===== src/rtl/uart_mem_loader_pkg.sv =====
// rtl/uart_mem_loader_pkg.sv - shared FSM states and UART frame constants (CHECK state present only with LOADER_CHECKSUM_EN)
package uart_mem_loader_pkg;

  localparam int   UART_DATA_BITS = 8;
  localparam logic UART_START_BIT = 1'b0;
  localparam logic UART_STOP_BIT  = 1'b1;

  typedef enum logic [2:0] {
    LOAD,
    WRITE,
`ifdef LOADER_CHECKSUM_EN
    CHECK,
`endif
    IDLE,
    SCAN_RD,
    SCAN_TX
  } loader_state_e;

endpackage


===== src/rtl/uart_mem_loader_if.sv =====
// rtl/uart_mem_loader_if.sv - RAM access bus between the loader (master) and the RAM (slave)
interface uart_mem_loader_if #(
  parameter int DATA_W = 16,
  parameter int ADDR_W = 6
);

  logic [DATA_W-1:0] ram_out;
  logic              ram_rw;
  logic              ram_enable;
  logic [ADDR_W-1:0] ram_adr;
  logic [DATA_W-1:0] ram_in;

  modport master (
    input  ram_out,
    output ram_rw,
    output ram_enable,
    output ram_adr,
    output ram_in
  );

  modport slave (
    output ram_out,
    input  ram_rw,
    input  ram_enable,
    input  ram_adr,
    input  ram_in
  );

endinterface


===== src/rtl/uart_phy.sv =====
// rtl/uart_phy.sv - 8N1 UART bit engine: rx synchroniser/sampler, tx shifter, ce-gated baud counters
module uart_phy
  import uart_mem_loader_pkg::*;
#(
  parameter int CLK_DIV = 16
) (
  input  logic       clk,
  input  logic       rst_n,
  input  logic       ce,
  input  logic       rx,
  output logic       tx,
  output logic [7:0] rx_tdata,
  output logic       rx_tvalid,
  output logic       rx_ferr,
  input  logic [7:0] tx_tdata,
  input  logic       tx_tvalid,
  output logic       tx_tready
);

  localparam int               CNT_W    = $clog2(CLK_DIV);
  localparam logic [CNT_W-1:0] CNT_FULL = CNT_W'(CLK_DIV - 1);
  localparam logic [CNT_W-1:0] CNT_HALF = CNT_W'(CLK_DIV / 2 - 1);
  localparam logic [3:0]       DATA_END = 4'(UART_DATA_BITS);
  localparam logic [3:0]       STOP_POS = 4'(UART_DATA_BITS + 1);

  logic             rx_meta, rx_sync, rx_prev, rx_busy;
  logic [CNT_W-1:0] rx_cnt;
  logic [3:0]       rx_bit;
  logic [7:0]       rx_shift;

  logic             tx_busy;
  logic [CNT_W-1:0] tx_cnt;
  logic [3:0]       tx_bit;
  logic [7:0]       tx_shift;

  // A new byte is taken when idle or in the very last cycle of the stop bit, so frames run back to back.
  assign tx_tready = ce && (!tx_busy || (tx_cnt == '0 && tx_bit == STOP_POS));

  // Receiver: two-flop synchroniser, falling-edge start detect, mid-bit sampling.
  always_ff @(posedge clk or negedge rst_n) begin
    if (!rst_n) begin
      rx_meta   <= 1'b1;
      rx_sync   <= 1'b1;
      rx_prev   <= 1'b1;
      rx_busy   <= 1'b0;
      rx_cnt    <= '0;
      rx_bit    <= '0;
      rx_shift  <= '0;
      rx_tdata  <= '0;
      rx_tvalid <= 1'b0;
      rx_ferr   <= 1'b0;
    end else if (ce) begin
      rx_meta   <= rx;
      rx_sync   <= rx_meta;
      rx_prev   <= rx_sync;
      rx_tvalid <= 1'b0;
      rx_ferr   <= 1'b0;
      if (!rx_busy) begin
        if (rx_prev && !rx_sync) begin
          rx_busy <= 1'b1;
          rx_cnt  <= CNT_HALF;
          rx_bit  <= '0;
        end
      end else if (rx_cnt != '0) begin
        rx_cnt <= rx_cnt - 1'b1;
      end else begin
        rx_cnt <= CNT_FULL;
        rx_bit <= rx_bit + 4'd1;
        if (rx_bit == '0) begin
          // A start bit that is high again at mid-bit was a glitch.
          if (rx_sync != UART_START_BIT) rx_busy <= 1'b0;
        end else if (rx_bit == STOP_POS) begin
          rx_busy <= 1'b0;
          if (rx_sync == UART_STOP_BIT) begin
            rx_tdata  <= rx_shift;
            rx_tvalid <= 1'b1;
          end else begin
            rx_ferr <= 1'b1;
          end
        end else begin
          rx_shift <= {rx_sync, rx_shift[7:1]};
        end
      end
    end
  end

  // Transmitter: start bit, eight data bits LSB first, stop bit.
  always_ff @(posedge clk or negedge rst_n) begin
    if (!rst_n) begin
      tx       <= UART_STOP_BIT;
      tx_busy  <= 1'b0;
      tx_cnt   <= '0;
      tx_bit   <= '0;
      tx_shift <= '0;
    end else if (ce) begin
      if (tx_tvalid && tx_tready) begin
        tx       <= UART_START_BIT;
        tx_shift <= tx_tdata;
        tx_cnt   <= CNT_FULL;
        tx_bit   <= '0;
        tx_busy  <= 1'b1;
      end else if (tx_busy) begin
        if (tx_cnt != '0) begin
          tx_cnt <= tx_cnt - 1'b1;
        end else if (tx_bit == STOP_POS) begin
          tx_busy <= 1'b0;
        end else begin
          tx_cnt <= CNT_FULL;
          tx_bit <= tx_bit + 4'd1;
          if (tx_bit == DATA_END) begin
            tx <= UART_STOP_BIT;
          end else begin
            tx       <= tx_shift[0];
            tx_shift <= {1'b0, tx_shift[7:1]};
          end
        end
      end
    end
  end

endmodule


===== src/rtl/uart_mem_loader.sv =====
// rtl/uart_mem_loader.sv - loads a RAM image from UART and dumps it back on request (LOADER_CHECKSUM_EN adds a trailing XOR check)
module uart_mem_loader
  import uart_mem_loader_pkg::*;
#(
  parameter int DATA_W  = 16,
  parameter int ADDR_W  = 6,
  parameter int CLK_DIV = 16
) (
  input  logic             clk,
  input  logic             rst_n,
  input  logic             ce,
  input  logic             rx,
  output logic             tx,
  input  logic             scan_memory,
  output logic             boot,
  output logic             err,
  uart_mem_loader_if.master ram
);

  localparam int               BYTES     = DATA_W / 8;
  localparam int               BC_W      = (BYTES > 1) ? $clog2(BYTES) : 1;
  localparam logic [BC_W-1:0]  BYTE_LAST = BC_W'(BYTES - 1);
  localparam logic [ADDR_W-1:0] ADR_LAST = '1;

  loader_state_e     state;
  logic [ADDR_W-1:0] addr;
  logic [BC_W-1:0]   byte_cnt;
  logic [DATA_W-1:0] word;
  logic [DATA_W-1:0] word_in;
  logic [DATA_W-1:0] word_shl;
  logic              scan_prev;
  logic              rd_wait;
  logic [7:0]        tx_tdata;
  logic              tx_tvalid;
  logic              tx_tready;
  logic [7:0]        rx_tdata;
  logic              rx_tvalid;
  logic              rx_ferr;
`ifdef LOADER_CHECKSUM_EN
  logic [7:0]        csum;
`endif

  // Bytes arrive MSB first, so each new byte shifts the word up.
  assign word_in  = (word << 8) | DATA_W'(rx_tdata);
  assign word_shl = word << 8;

  uart_phy #(
    .CLK_DIV (CLK_DIV)
  ) u_phy (
    .clk       (clk),
    .rst_n     (rst_n),
    .ce        (ce),
    .rx        (rx),
    .tx        (tx),
    .rx_tdata  (rx_tdata),
    .rx_tvalid (rx_tvalid),
    .rx_ferr   (rx_ferr),
    .tx_tdata  (tx_tdata),
    .tx_tvalid (tx_tvalid),
    .tx_tready (tx_tready)
  );

  // Loader/scanner FSM with registered RAM strobes and status outputs.
  always_ff @(posedge clk or negedge rst_n) begin
    if (!rst_n) begin
      state          <= LOAD;
      addr           <= '0;
      byte_cnt       <= '0;
      word           <= '0;
      scan_prev      <= 1'b0;
      rd_wait        <= 1'b0;
      tx_tdata       <= '0;
      tx_tvalid      <= 1'b0;
      boot           <= 1'b1;
      err            <= 1'b0;
      ram.ram_enable <= 1'b0;
      ram.ram_rw     <= 1'b0;
      ram.ram_adr    <= '0;
      ram.ram_in     <= '0;
`ifdef LOADER_CHECKSUM_EN
      csum           <= '0;
`endif
    end else if (ce) begin
      scan_prev <= scan_memory;
      case (state)
        LOAD: begin
          // A framing error drops the byte but leaves the byte position untouched.
          if (rx_ferr) begin
            err <= 1'b1;
          end else if (rx_tvalid) begin
            word <= word_in;
`ifdef LOADER_CHECKSUM_EN
            csum <= csum ^ rx_tdata;
`endif
            if (byte_cnt == BYTE_LAST) begin
              byte_cnt       <= '0;
              state          <= WRITE;
              ram.ram_enable <= 1'b1;
              ram.ram_rw     <= 1'b1;
              ram.ram_adr    <= addr;
              ram.ram_in     <= word_in;
            end else begin
              byte_cnt <= byte_cnt + 1'b1;
            end
          end
        end
        WRITE: begin
          ram.ram_enable <= 1'b0;
          ram.ram_rw     <= 1'b0;
          if (addr == ADR_LAST) begin
            addr <= '0;
`ifdef LOADER_CHECKSUM_EN
            state <= CHECK;
`else
            state <= IDLE;
            boot  <= 1'b0;
`endif
          end else begin
            addr  <= addr + 1'b1;
            state <= LOAD;
          end
        end
`ifdef LOADER_CHECKSUM_EN
        CHECK: begin
          if (rx_ferr) begin
            err <= 1'b1;
          end else if (rx_tvalid) begin
            if (rx_tdata != csum) err <= 1'b1;
            state <= IDLE;
            boot  <= 1'b0;
          end
        end
`endif
        IDLE: begin
          if (scan_memory && !scan_prev) begin
            state          <= SCAN_RD;
            addr           <= '0;
            rd_wait        <= 1'b0;
            ram.ram_enable <= 1'b1;
            ram.ram_rw     <= 1'b0;
            ram.ram_adr    <= '0;
          end
        end
        SCAN_RD: begin
          // First cycle carries the read strobe, second cycle captures the read data.
          if (!rd_wait) begin
            ram.ram_enable <= 1'b0;
            rd_wait        <= 1'b1;
          end else begin
            rd_wait   <= 1'b0;
            word      <= ram.ram_out;
            tx_tdata  <= ram.ram_out[DATA_W-1 -: 8];
            tx_tvalid <= 1'b1;
            byte_cnt  <= '0;
            state     <= SCAN_TX;
          end
        end
        SCAN_TX: begin
          if (tx_tvalid && tx_tready) begin
            if (byte_cnt == BYTE_LAST) begin
              tx_tvalid <= 1'b0;
              byte_cnt  <= '0;
              if (addr == ADR_LAST) begin
                addr  <= '0;
                state <= IDLE;
              end else begin
                // Prefetch the next word while the last byte is still on the wire.
                addr           <= addr + 1'b1;
                ram.ram_adr    <= addr + 1'b1;
                ram.ram_enable <= 1'b1;
                ram.ram_rw     <= 1'b0;
                state          <= SCAN_RD;
              end
            end else begin
              byte_cnt <= byte_cnt + 1'b1;
              word     <= word_shl;
              tx_tdata <= word_shl[DATA_W-1 -: 8];
            end
          end
        end
        default: state <= LOAD;
      endcase
    end
  end

endmodule


===== src/flat_wrapper.sv =====
// flat-port wrapper written by rule: the top's interface ports become plain ports
module uart_mem_loader_flat import uart_mem_loader_pkg::*;
#(
  parameter int DATA_W  = 16,
  parameter int ADDR_W  = 6,
  parameter int CLK_DIV = 16
)
  (clk, rst_n, ce, rx, tx, scan_memory, boot, err, ram_ram_out, ram_ram_rw, ram_ram_enable, ram_ram_adr, ram_ram_in);
  uart_mem_loader_if #(.DATA_W(DATA_W), .ADDR_W(ADDR_W)) ram_i ();
  input  logic clk;
  input  logic rst_n;
  input  logic ce;
  input  logic rx;
  output logic tx;
  input  logic scan_memory;
  output logic boot;
  output logic err;
  input wire logic [$bits(ram_i.ram_out)-1:0] ram_ram_out;
  output wire logic [$bits(ram_i.ram_rw)-1:0] ram_ram_rw;
  output wire logic [$bits(ram_i.ram_enable)-1:0] ram_ram_enable;
  output wire logic [$bits(ram_i.ram_adr)-1:0] ram_ram_adr;
  output wire logic [$bits(ram_i.ram_in)-1:0] ram_ram_in;
  assign ram_i.ram_out = ram_ram_out;
  assign ram_ram_rw = ram_i.ram_rw;
  assign ram_ram_enable = ram_i.ram_enable;
  assign ram_ram_adr = ram_i.ram_adr;
  assign ram_ram_in = ram_i.ram_in;
  uart_mem_loader #(.DATA_W(DATA_W), .ADDR_W(ADDR_W), .CLK_DIV(CLK_DIV)) u_core (.clk(clk), .rst_n(rst_n), .ce(ce), .rx(rx), .tx(tx), .scan_memory(scan_memory), .boot(boot), .err(err), .ram(ram_i));
endmodule

===== config.mk =====
export PLATFORM = sky130hd
export DESIGN_NAME = uart_mem_loader_flat
export DESIGN_NICKNAME = d
export VERILOG_FILES = /design/src/rtl/uart_mem_loader_pkg.sv /design/src/rtl/uart_mem_loader_if.sv /design/src/rtl/uart_phy.sv /design/src/rtl/uart_mem_loader.sv /design/src/flat_wrapper.sv
export SDC_FILE = /design/constraint.sdc
export NUM_CORES = 1
export LEC_CHECK = 0
export CAP_MARGIN = 30
export CORE_MARGIN = 1
export CORE_UTILIZATION = 50
export CTS_CLUSTER_DIAMETER = 60
export DETAILED_ROUTE_END_ITERATION = 10
export MAX_ROUTING_LAYER = met4
export PLACE_DENSITY = 0.71
export SLEW_MARGIN = 20
export SYNTH_ARGS = -nofsm -noshare
export SYNTH_HDL_FRONTEND = slang
export SYNTH_SLANG_ARGS = --single-unit

===== constraint.sdc =====
create_clock -name clk -period 7 [get_ports clk]
set_input_delay 1.4 -clock clk [delete_from_list [all_inputs] [get_ports clk]]
set_output_delay 1.4 -clock clk [all_outputs]
set_load 0.01 [all_outputs]

# Word level (Yosys, flattened, before mapping)
# Index checks and enable logic that the tools add are counted.
[word_totals]
reg_bits = 103
latchBits = 0
ram_bits = 0
mem_bits_ro = 0
input_bits = 21
out_inout_bits = 27
elab_cells = 207
mem_count = 0
[classes]
addsub = 6
mul = 0
div_mod_pow = 0
magnitude_cmp = 0
eq_ne = 23
n_shift = 0
n_mux = 101
bitwise_logic = 5
n_reduce_logical = 43
[op_table]
columns = ["op", "n"]
rows = [
  ["8-bit 2-to-1 mux", 13],
  ["6-bit 2-to-1 mux", 10],
  ["4-bit 2-to-1 mux", 14],
  ["1-bit 2-to-1 mux", 46],
  ["6-bit case mux with 3 select lines", 2],
  ["5-bit AND reduction", 6],
  ["8-bit case mux with 3 select lines", 1],
  ["3-bit 2-to-1 mux", 7],
  ["9-bit AND reduction", 2],
  ["2-bit by 1-bit != test with 1-bit output, second input constant", 8],
  ["16-bit by 8-bit OR with 16-bit output", 1],
  ["8-bit case mux with 2 select lines", 1],
  ["3-bit case mux with 5 select lines", 1],
  ["3-bit AND reduction", 5],
  ["4-bit equality test, second input constant", 3],
  ["2-bit != test, second input constant", 6],
  ["6-bit AND reduction", 2],
  ["4-bit nonzero test", 3],
  ["10-bit AND reduction", 1],
  ["3-bit nonzero test", 3],
  ["4-bit by 1-bit adder with 4-bit output, second input constant", 2],
  ["4-bit logical NOT", 2],
  ["8-bit AND reduction", 1],
  ["2-bit nonzero test", 4],
  ["other kinds (22)", 34],
]

# Logic depth before layout (Yosys ltp)
[depth]
word_depth = 7
depth_mapped = 8
ltp_nobuf = 7

# By module
# A second synthesis with hierarchy kept.
[hier_totals]
hier_cells = 453
area_unflattened_um2 = 5124.9
[by_module_without_submodules]
columns = ["module", "instances", "cells_each", "area_each_um2", "seq_area_each_um2"]
rows = [
  ["uart_mem_loader", 1, 248, 2834.0, 1377.6],
  ["uart_phy", 1, 205, 2290.9, 1206.2],
]

# Least setup slack after synthesis
# No wires, ideal clock.
[synth_path]
path_type = "input to register"
from = "input ce"
to = "register u_core.ram.ram_in[10]"
setup_time_ps = 125
arrival_ps = 3078
required_ps = 6875
setup_slack_ps = 3797
path_stages = 7
path_buffers = 2
cell_sequence = "buf_2 nand2_1 or3_4 a221o_1 o21bai_4 buf_6 mux2_4"
[synth_via]
elab_chain_len = 1
[synth_lines]
columns = ["item", "line", "source"]
rows = [
  ["start, declared", "flat_wrapper.sv:12", "input logic ce;"],
  ["5-bit AND reduction (no line)", "--", ""],
  ["end signal, assigned", "uart_mem_loader.sv:101", "ram.ram_in <= word_in;"],
  ["end, declared", "uart_mem_loader_if.sv:18", "output ram_in"],
]
# Every way passes these cells.
# A chain may end at the register's enable or synchronous reset.

# Worst setup path after layout
[layout_path]
from = "input ce"
to = "register u_core.ram.ram_in[7]"
# Same word-level chain as after synthesis.

==> impl_metrics.tcl <==
set metrics [dict create \
    io_pins 48 \
    ys_ff_latch 103 \
    ys.flop_type "dfrtp_1" \
    clk_latency_ps 370 \
    power.leakage_nw 2.65 \
    synth-async-reset-ratio 1.00 \
    cp-start-kind "primary input" \
    cts_tree "yes" \
    nets 571 \
    crit_end "u_core.ram.ram_in[7]$_DFFE_PN0P_" \
    hpwl_mm 7.63 \
    ys_seq_area_frac 0.503 \
    hp-class "flip-flop to flip-flop" \
    cts-root-buf "clkbuf_8" \
    grt_pass1_vias 3492 \
    cp-end-kind "flip-flop" \
    first_pass_iters 5 \
    cp_data_required_time_ps 7260 \
    dieArea_um2 10700 \
    busiest_layer "met2" \
    period_needed_ps 3520 \
    rows 36 \
    finalWirelength_mm 10.7 \
    critPathArrivalTime_ps 3780 \
    hold_viol 0 \
    timing.final.crit_share 0.503 \
    r2r-start "u_core.state[1]$_DFFE_PN0P_" \
    syn_nets 524 \
    yosysMostFrequentCell "dfrtp_1" \
    synth.top_cell.area_share 0.478 \
    synth_top_family_by_area "multiplexers" \
    grtUsageMet1 0.313 \
    drive_gt1_frac 0.178 \
    post-place-ws_ps 3110 \
    crit_fanout 27 \
    regToRegSetupSlack_ps 3960 \
    report.final.setup_viol 0 \
    initial_utilization 0.521 \
    critical_path.startpoint "ce" \
    synth_xor_area_frac 0.00682 \
    place_area_um2 5720 \
    final.setup.worst_slack_ps 3480 \
    htree_levels 3 \
    r2r_end "u_core.ram.ram_in[7]$_DFFE_PN0P_" \
    final_core_util 0.601 \
    max-cap-violations 0 \
    netlist_area_um2 5130 \
    clkSlewWorstSetupHoldPaths_ps 100 \
    synth_compound_area_frac 0.139 \
    synthAdderAreaFrac 0.0219 \
    track_usage 0.219 \
    synth.avg_cell_area_um2 10.4 \
    slew_viol_final 0 \
    reg2reg_depth 5 \
    synth_simple_gate_area_share 0.147 \
    ctsHoldBuffers 0 \
    antenna_left 0 \
    die_y_um 103 \
    grt_overflow 0 \
    cts_max_path_buffers 2 \
    yosysWarnings 0 \
    met2_usage 0.314 \
    die_x_um 103 \
    gp_congestion 0.866 \
    synth_enable_flop_cells 0 \
    wl_per_cell_um 15.8 \
    area_growth_syn_to_layout_pct 15.5 \
    netlist_top_cells_area "dfrtp_1, mux2_2, nand2_1" \
    grtUsageMet3 0.0276 \
    post_cts_buffers 0 \
    viasPerCell 5.61 \
    clock_skew_ps 14.5 \
    irDropWorstVdd_mv 0.126 \
    hp-start "u_core.err$_DFFE_PN0P_" \
    cts_sinks 103 \
    vias 3806 \
    setup_tns_ps 0 \
    core-area_um2 9860 \
    grt_max_degree 54 \
    worstMarginPinSlew_ps 932 \
    final_area_um2 5930 \
    p_per_area_nw_per_um2 195 \
    drtIter0Drc 364 \
    slew_headroom 0.378 \
    syn-instance-count 494 \
    status "complete, no violations" \
    cts_resized 0 \
    synthMuxAreaShare 0.149 \
    crit_type "primary input to flip-flop" \
    holdWs_ps 483 \
    drc 0 \
    io_buffers 47 \
    grt_antenna_before_repair 0 \
    grt_pass1_wl_mm 17.2 \
    synth_area_leader_cell "dfrtp_1" \
    max_freq_ghz 0.284 \
    numCtsBuffers 9 \
    antenna_cells 0 \
    rsz0062_at_grt "no" \
    yosysUniqueCellTypes 55 \
    hold_depth 1 \
    synth.top_cells.by_count "dfrtp_1, nand2_1, mux2_2" \
]
[flip-flops by register name (all words and copies together), names as in the netlist, 3 cells and up]
name	flops
u_core.u_phy.tx_bit	4
u_core.word	8
u_core.ram.ram_in	16
u_core.tx_tdata	8
u_core.u_phy.rx_shift	8
u_core.u_phy.rx_tdata	8
u_core.ram.ram_adr	6
u_core.u_phy.tx_cnt	4
u_core.state	3
u_core.u_phy.rx_bit	4
u_core.addr	6
u_core.u_phy.rx_cnt	4
u_core.u_phy.tx_shift	8
[power by group]
part	total, mW	switching [mW]	leakage, nW	internal (mW)
sequential	0.671	0.0368	1.35	0.634
clock	0.355	0.211	0.0952	0.144
combinational	0.131	0.0705	1.21	0.0605
[layout by cell type, fill, tap and decap left out, types with 7 or more instances in the layout]
cell type and count:
o22ai_1 13, inv_1 24, o21ai_0 33, nand2_1 57, nand3_1 15, nor2b_1 11
mux2i_1 9, a21oi_1 34, mux2_4 9, mux2_2 48, clkbuf_8 10, ha_1 9
nor2_1 32, dfrtp_1 98, nor3_1 7, clkdlybuf4s50_1 46
[kinds of logic after synthesis]
kind of cell | after synthesis
AND/OR/NAND/NOR | 153
AO/OA/AOI/OAI | 117
flip-flops | 103
multiplexers | 66
buffers and inverters | 42
adder cells (fa/ha/maj) | 9
XOR/XNOR | 4
[layout make-up]
| cell class | count | area [um2] |
|---|---|---|
| Inverter | 24 | 90.1 |
| Multi-Input combinational cell | 349 | 2380 |
| Clock inverter | 6 | 50.0 |
| Sequential cell | 103 | 2580 |
| Fill cell | 784 | 3930 |
| Tap cell | 133 | 166 |
| Clock buffer | 10 | 138 |
| Timing Repair Buffer | 54 | 522 |
[worst min path at each step]
stage,end
after CTS,u_core.err$_DFFE_PN0P_
after floorplan,u_core.u_phy.rx_tvalid$_DFFE_PN0P_
after detailed placement,u_core.err$_DFFE_PN0P_
after global routing,u_core.err$_DFFE_PN0P_
final,u_core.err$_DFFE_PN0P_
after global placement,u_core.u_phy.rx_tvalid$_DFFE_PN0P_
[metal layers]
layer  part of all wire  vias up
li1                   -     1858
met1               0.48     1840
met2               0.46       92
met3              0.041       16
met4              0.018        0
met5                  0        -
[worst max-delay path, stage by stage]
cell and delay (ps):
clkdlybuf4s50_1 450, buf_4 270, nand2_1 160, or3_4 420, a221o_1 390, o21bai_4 330, mux2_4 350
[per-stage QoR]
| stage | cells | power, mW |
|---|---|---|
| global placement | 659 | 0.807 |
| CTS | 677 | 1.18 |
| detailed placement | 661 | 0.815 |
| global route | 679 | 1.22 |
| floorplan | 494 | 0.764 |
| finish | 679 | 1.16 |
(Power assumes the default switching activity.)
